[config.mk]
export PLATFORM = sky130hd
export DESIGN_NAME = pll_lock_sequencer
export DESIGN_NICKNAME = d
export VERILOG_FILES = /design/src/rtl/pll_lock_sequencer.sv
export SDC_FILE = /design/constraint.sdc
export NUM_CORES = 1
export LEC_CHECK = 0
export BUFFER_PORTS_ARGS = -buffer_cell sky130_fd_sc_hd__buf_4
export CORE_UTILIZATION = 43
export CTS_CLUSTER_SIZE = 40
export DETAILED_ROUTE_END_ITERATION = 10
export GPL_TIMING_DRIVEN = 0
export HOLD_SLACK_MARGIN = 0.12
export PLACE_DENSITY_LB_ADDON = 0.25
export RECOVER_POWER = 50
export SYNTH_ARGS = -nofsm -noshare
export SYNTH_HDL_FRONTEND = slang
export SYNTH_SLANG_ARGS = --single-unit
export TNS_END_PERCENT = 5
[constraint.sdc]
create_clock -name REFERENCECLK -period 2.2 [get_ports REFERENCECLK]
set_input_delay 0.22 -clock REFERENCECLK [delete_from_list [all_inputs] [get_ports REFERENCECLK]]
set_output_delay 0.22 -clock REFERENCECLK [all_outputs]
set_load 0.05 [all_outputs]
[src/rtl/pll_lock_sequencer.sv]
// PLL bring-up sequencer: holds the PLL in reset, qualifies LOCK, then releases the system reset.
// Optional `PLL_BYPASS_FALLBACK_EN: on repeated lock timeouts, fall back to PLL bypass instead of FAULT.
`timescale 1ns/1ps
module pll_lock_sequencer #(
  parameter int unsigned RST_CYCLES    = 16,
  parameter int unsigned LOCK_TIMEOUT  = 4096,
  parameter int unsigned STABLE_CYCLES = 256,
  parameter int unsigned LOSS_FILTER   = 4,
  parameter int unsigned MAX_RETRIES   = 3,
  parameter int unsigned CNT_W         = 16
) (
  input  logic       REFERENCECLK,
  input  logic       RESET,
  input  logic       pll_lock,
  input  logic       fault_clr,
  output logic       pll_resetb,
  output logic       sys_rst_n,
  output logic       locked_ok,
  output logic       fault,
  output logic [2:0] state,
  output logic [7:0] relock_cnt
`ifdef PLL_BYPASS_FALLBACK_EN
  ,
  output logic       pll_bypass
`endif
);

  localparam int unsigned RTY_W = 8;
  localparam logic [CNT_W-1:0] CNT_ONE   = CNT_W'(1);
  localparam logic [CNT_W-1:0] RST_LAST  = CNT_W'(RST_CYCLES - 1);
  localparam logic [CNT_W-1:0] RST_DONE  = CNT_W'(RST_CYCLES);
  localparam logic [CNT_W-1:0] TO_LAST   = CNT_W'(LOCK_TIMEOUT - 1);
  localparam logic [CNT_W-1:0] STAB_LAST = CNT_W'(STABLE_CYCLES - 1);
  localparam logic [CNT_W-1:0] LOSS_LAST = CNT_W'(LOSS_FILTER - 1);
  localparam logic [RTY_W-1:0] RTY_MAX   = RTY_W'(MAX_RETRIES);

  typedef enum logic [2:0] {
    S_PLL_RST   = 3'd0,
    S_WAIT_LOCK = 3'd1,
    S_STABLE    = 3'd2,
    S_RUN       = 3'd3,
    S_FAULT     = 3'd4,
    S_BYPASS    = 3'd5
  } state_e;

`ifdef PLL_BYPASS_FALLBACK_EN
  localparam state_e FAIL_STATE = S_BYPASS;
`else
  localparam state_e FAIL_STATE = S_FAULT;
`endif

  state_e           r_state, w_next_state;
  logic             r_sync1, r_lock_s;
  logic [CNT_W-1:0] r_cnt, w_cnt_nxt;
  logic [CNT_W-1:0] r_aux, w_aux_nxt;
  logic [RTY_W-1:0] r_retry, w_retry_nxt, w_retry_inc;
  logic [7:0]       r_relock, w_relock_nxt;
  logic             w_timeout;
  logic             r_pll_resetb, r_sys_rst_n, r_locked_ok, r_fault;
  logic             w_pll_resetb, w_sys_rst_n, w_locked_ok, w_fault;
`ifdef PLL_BYPASS_FALLBACK_EN
  logic             r_pll_bypass, w_pll_bypass;
`endif

  assign w_retry_inc = r_retry + RTY_W'(1);

  // State register
  always_ff @(posedge REFERENCECLK or negedge RESET) begin
    if (!RESET) r_state <= S_PLL_RST;
    else        r_state <= w_next_state;
  end

  // Next-state and counter update; r_cnt is shared by reset hold, lock timeout and bypass release
  always_comb begin
    w_next_state = r_state;
    w_cnt_nxt    = r_cnt;
    w_aux_nxt    = r_aux;
    w_retry_nxt  = r_retry;
    w_relock_nxt = r_relock;
    w_timeout    = 1'b0;
    case (r_state)
      S_PLL_RST: begin
        if (r_cnt == RST_LAST) begin
          w_next_state = S_WAIT_LOCK;
          w_cnt_nxt    = '0;
        end else begin
          w_cnt_nxt = r_cnt + CNT_ONE;
        end
      end
      S_WAIT_LOCK: begin
        w_cnt_nxt = r_cnt + CNT_ONE;
        if (r_lock_s) begin
          w_next_state = S_STABLE;
          w_aux_nxt    = '0;
        end
        w_timeout = (r_cnt == TO_LAST);
      end
      S_STABLE: begin
        w_cnt_nxt = r_cnt + CNT_ONE;
        if (r_lock_s) begin
          if (r_aux == STAB_LAST) begin
            w_next_state = S_RUN;
            w_aux_nxt    = '0;
            w_retry_nxt  = '0;
          end else begin
            w_aux_nxt = r_aux + CNT_ONE;
          end
        end else begin
          w_next_state = S_WAIT_LOCK;
          w_aux_nxt    = '0;
        end
        // Completing the stable window beats a coincident timeout
        w_timeout = (r_cnt == TO_LAST) && (w_next_state != S_RUN);
      end
      S_RUN: begin
        if (r_lock_s) begin
          w_aux_nxt = '0;
        end else if (r_aux == LOSS_LAST) begin
          w_next_state = S_PLL_RST;
          w_cnt_nxt    = '0;
          w_aux_nxt    = '0;
          if (r_relock != 8'hFF) w_relock_nxt = r_relock + 8'd1;
        end else begin
          w_aux_nxt = r_aux + CNT_ONE;
        end
      end
      S_FAULT: begin
        if (fault_clr) begin
          w_next_state = S_PLL_RST;
          w_cnt_nxt    = '0;
          w_retry_nxt  = '0;
        end
      end
`ifdef PLL_BYPASS_FALLBACK_EN
      S_BYPASS: begin
        if (fault_clr) begin
          w_next_state = S_PLL_RST;
          w_cnt_nxt    = '0;
          w_retry_nxt  = '0;
        end else if (r_cnt != RST_DONE) begin
          w_cnt_nxt = r_cnt + CNT_ONE;
        end
      end
`endif
      default: begin
        w_next_state = S_PLL_RST;
        w_cnt_nxt    = '0;
      end
    endcase
    if (w_timeout) begin
      w_retry_nxt  = w_retry_inc;
      w_cnt_nxt    = '0;
      w_aux_nxt    = '0;
      w_next_state = (w_retry_inc == RTY_MAX) ? FAIL_STATE : S_PLL_RST;
    end
  end

  // Output decode from the upcoming state so registered outputs line up with the state output
  always_comb begin
    w_pll_resetb = 1'b0;
    w_sys_rst_n  = 1'b0;
    w_locked_ok  = 1'b0;
    w_fault      = 1'b0;
`ifdef PLL_BYPASS_FALLBACK_EN
    w_pll_bypass = 1'b0;
`endif
    case (w_next_state)
      S_WAIT_LOCK, S_STABLE: w_pll_resetb = 1'b1;
      S_RUN: begin
        w_pll_resetb = 1'b1;
        w_sys_rst_n  = 1'b1;
        w_locked_ok  = 1'b1;
      end
      S_FAULT: w_fault = 1'b1;
`ifdef PLL_BYPASS_FALLBACK_EN
      S_BYPASS: begin
        w_pll_bypass = 1'b1;
        w_pll_resetb = 1'b1;
        w_fault      = 1'b1;
        w_sys_rst_n  = (w_cnt_nxt == RST_DONE);
      end
`endif
      default: ;
    endcase
  end

  // Datapath, lock synchroniser and output registers
  always_ff @(posedge REFERENCECLK or negedge RESET) begin
    if (!RESET) begin
      r_sync1      <= 1'b0;
      r_lock_s     <= 1'b0;
      r_cnt        <= '0;
      r_aux        <= '0;
      r_retry      <= '0;
      r_relock     <= '0;
      r_pll_resetb <= 1'b0;
      r_sys_rst_n  <= 1'b0;
      r_locked_ok  <= 1'b0;
      r_fault      <= 1'b0;
`ifdef PLL_BYPASS_FALLBACK_EN
      r_pll_bypass <= 1'b0;
`endif
    end else begin
      r_sync1      <= pll_lock;
      r_lock_s     <= r_sync1;
      r_cnt        <= w_cnt_nxt;
      r_aux        <= w_aux_nxt;
      r_retry      <= w_retry_nxt;
      r_relock     <= w_relock_nxt;
      r_pll_resetb <= w_pll_resetb;
      r_sys_rst_n  <= w_sys_rst_n;
      r_locked_ok  <= w_locked_ok;
      r_fault      <= w_fault;
`ifdef PLL_BYPASS_FALLBACK_EN
      r_pll_bypass <= w_pll_bypass;
`endif
    end
  end

  assign pll_resetb = r_pll_resetb;
  assign sys_rst_n  = r_sys_rst_n;
  assign locked_ok  = r_locked_ok;
  assign fault      = r_fault;
  assign state      = r_state;
  assign relock_cnt = r_relock;
`ifdef PLL_BYPASS_FALLBACK_EN
  assign pll_bypass = r_pll_bypass;
`endif

endmodule
==> flow_metrics.tcl <==
set metrics [dict create \
    status "finished, final reports clean" \
    htree_levels 2 \
    drt_wl_total_mm 7.442 \
    path_class "reg -> reg" \
    p_sw_w 0.001537 \
    max_cap_violations 0 \
    die_x_microns 88.38 \
    diodes 0 \
    pwr-share-seq_pct 37.6 \
    via_per_inst 5.782 \
    rsz0062_at_grt "true" \
    yosysWarnings 0 \
    rows 31 \
    grt_first_pass_wirelength_mm 12.43 \
    critPathMaxFanout 10 \
    critPathCapture "r_cnt[7]" \
    clk-insertion-delay-late_ps 310 \
    grt_use_total_pct 20.24 \
    final_common_cell "dfrtp_1" \
    fin_crit_sh_pct 99.89 \
    nets 387 \
    p_sw_share_pct 42.82 \
    crit_path_end_kind "register" \
    post-place-ws_ps -277.4 \
    ant_nets 0 \
    synth_ff_type "dfrtp_1" \
    cts_max_path_buffers 2 \
    yosys.cell_types.count 58 \
    dr_total_vias 2758 \
    reg2reg_to "r_cnt[7]" \
    cts_inserted_buffers 5 \
    syn2layout_area_growth_pct 18.49 \
    skew_ps 8.079 \
    cts_num_sinks 56 \
    cp_data_required_time_ps 2450 \
    initial_core_util_pct 44.47 \
    layout_common_cells "dfrtp_1 (54), nand2_1 (30), buf_4 (27), nand3_1 (24), nor2_1 (23)" \
    antenna_found_initial 0 \
    leakage_nw 1.586 \
    hold_viol 0 \
    dpl.hpwl_mm 5.098 \
    grt_max_degree 57 \
    p_int_w 0.002053 \
    pwr-share-comb_pct 46.4 \
    min_from "fault_clr" \
    worstPathArrival_ps 2440 \
    overflow 0 \
    fillers 669 \
    min_path_type "in -> reg" \
    finalWorstSetupSlack_ps 2.500 \
    clock_power_share_pct 16.0 \
    async_reset_ff_share_pct 100.0 \
    die_y_microns 88.38 \
    core_sq_um 7214 \
    drive_gt1_share_pct 21.69 \
    clock.fmax_ghz 0.4551 \
    clock-root-buffer "clkbuf_8" \
    start_kind "register" \
    dieArea_sq_um 7810 \
    synth_edf_count 0 \
    path_clk_slew_ps 100 \
    vdd.ir_drop.worst_mv 0.5656 \
    rrSetupSlack_ps 3 \
    slew_headroom_pct 9.998 \
    syn_avg_cell_area_sq_um 9.463 \
    io_buffers 18 \
    finalSetupViolCount 0 \
    r2r_start "r_aux[8]" \
    yosysSeqAreaShare_pct 43.68 \
    ff2ff_path_depth 8 \
    holdWs_ps 276.7 \
    dr.first_iter.drc_count 180 \
    critPathLaunch "r_aux[8]" \
    synth_cells 339 \
    syn-num-nets 348 \
    power_density_nw_per_um2 944.6 \
    tightest_slew_ps 1350 \
    post_drt_wl_per_cell_microns 15.60 \
    finalCriticalPeriod_ps 2198 \
    mappedNetlistArea_sq_um 3208 \
    grt_pass1_vias 2624 \
    gp_congestion 0.8070 \
    drv_slew 0 \
    drt_first_pass_iters 4 \
    ioPinCount 19 \
    ys_seq_elements 56 \
    drc 0 \
    cts_tree "built" \
]
-- through the flow --
stage / power [W] / utilization [%] / cell area, sq um / setup TNS [ps] / std cells
after floorplan: 0.002412 / - / 3208 / 0 / 339
after global placement: 0.002761 / 48.06 / 3467 / -6453 / 456
after detailed placement: 0.002805 / 48.06 / 3467 / -7488 / 456
after CTS: 0.003467 / 50.56 / 3647 / -68.92 / 465
after global routing: 0.003827 / 52.69 / 3801 / -1364 / 477
final: 0.003590 / 52.69 / 3801 / 0 / 477
-- layer usage --
metal / up-vias / share of wire, % / GRT usage (%)
met3: 13 / 3.0 / 3.451
met1: 1327 / 48 / 27.45
met4: 0 / 1.4 / 5.718
met5: - / 0 / 0
li1: 1369 / - / -
met2: 49 / 47 / 33.43
-- power groups by stage --
stage / clock [W] / combinational (W) / sequential (W)
after CTS: 0.000598 / 0.00152 / 0.00135
after floorplan: 0 / 0.000951 / 0.00146
after global placement: 0 / 0.00141 / 0.00135
after detailed placement: 0 / 0.00145 / 0.00136
final: 0.000574 / 0.00167 / 0.00135
after global routing: 0.000630 / 0.00182 / 0.00137
-- critical path: stages (launching register included) --
cell	delay, ps
dfrtp_1	380
buf_6	140
nor4_4	260
buf_4	180
nand4_4	180
o2111a_1	320
buf_6	150
nor2_1	320
a22o_1	220
-- cells by family after synthesis --
group                      synth area share (%)
and+or+nand+nor                           23.71
AOI/OAI and AO/OA                         19.93
DFF                                       43.68
buffers and inverters                     4.446
xor gates and xnor gates                  4.368
muxes                                     1.911
adders and majority gates                 1.950
-- flip-flops by register name, indices dropped and copies added, names as in the netlist --
name	cells
relock_cnt	8
state	3
locked_ok	1
r_retry	8
r_aux	16
pll_resetb	1
r_lock_s	1
r_cnt	16
fault	1
r_sync1	1
-- synthesized netlist by cell type, types with 7 or more instances --
cell type	instances	area [sq um]
o21ai_0	15	75.07
nor4_1	9	56.30
nand2_1	30	112.6
nand4_1	12	75.07
inv_1	11	41.29
nor2_1	24	90.09
buf_2	7	35.03
a21oi_1	12	60.06
dfrtp_1	56	1401
and3_1	7	43.79
a311oi_1	9	78.83
nand3_1	25	125.1
a31oi_1	13	81.33
nor3_1	7	35.03
xnor2_1	10	87.58
-- layout make-up --
class	instances	area [sq um]	area share, %
Buffer	19	120.1	3.160
Clock buffer	6	82.58	2.172
Clock inverter	1	8.758	0.2304
Inverter	11	41.29	1.086
Multi-Input combinational cell	254	1793	47.17
Sequential cell	56	1404	36.93
Tap cell	99	123.9	3.259
Timing Repair Buffer	31	227.7	5.991
-- worst min path at each step --
| stage | cells past startpoint | end |
|---|---|---|
| floorplan | 0 | fault |
| global placement | 1 | r_retry[4] |
| detailed placement | 1 | r_retry[3] |
| CTS | 3 | fault |
| global route | 3 | fault |
| finish | 3 | state[2] |
-- what timing repair did --
item,in CTS,in global routing
pin swaps,3,9
gates resized for setup,17,21
hold buffers,2,0
setup buffers,0,11
setup endpoints to repair,50,45
endpoints found under the hold margin,57,0
gates cloned,0,1
Power figures use the tool's default switching activity.
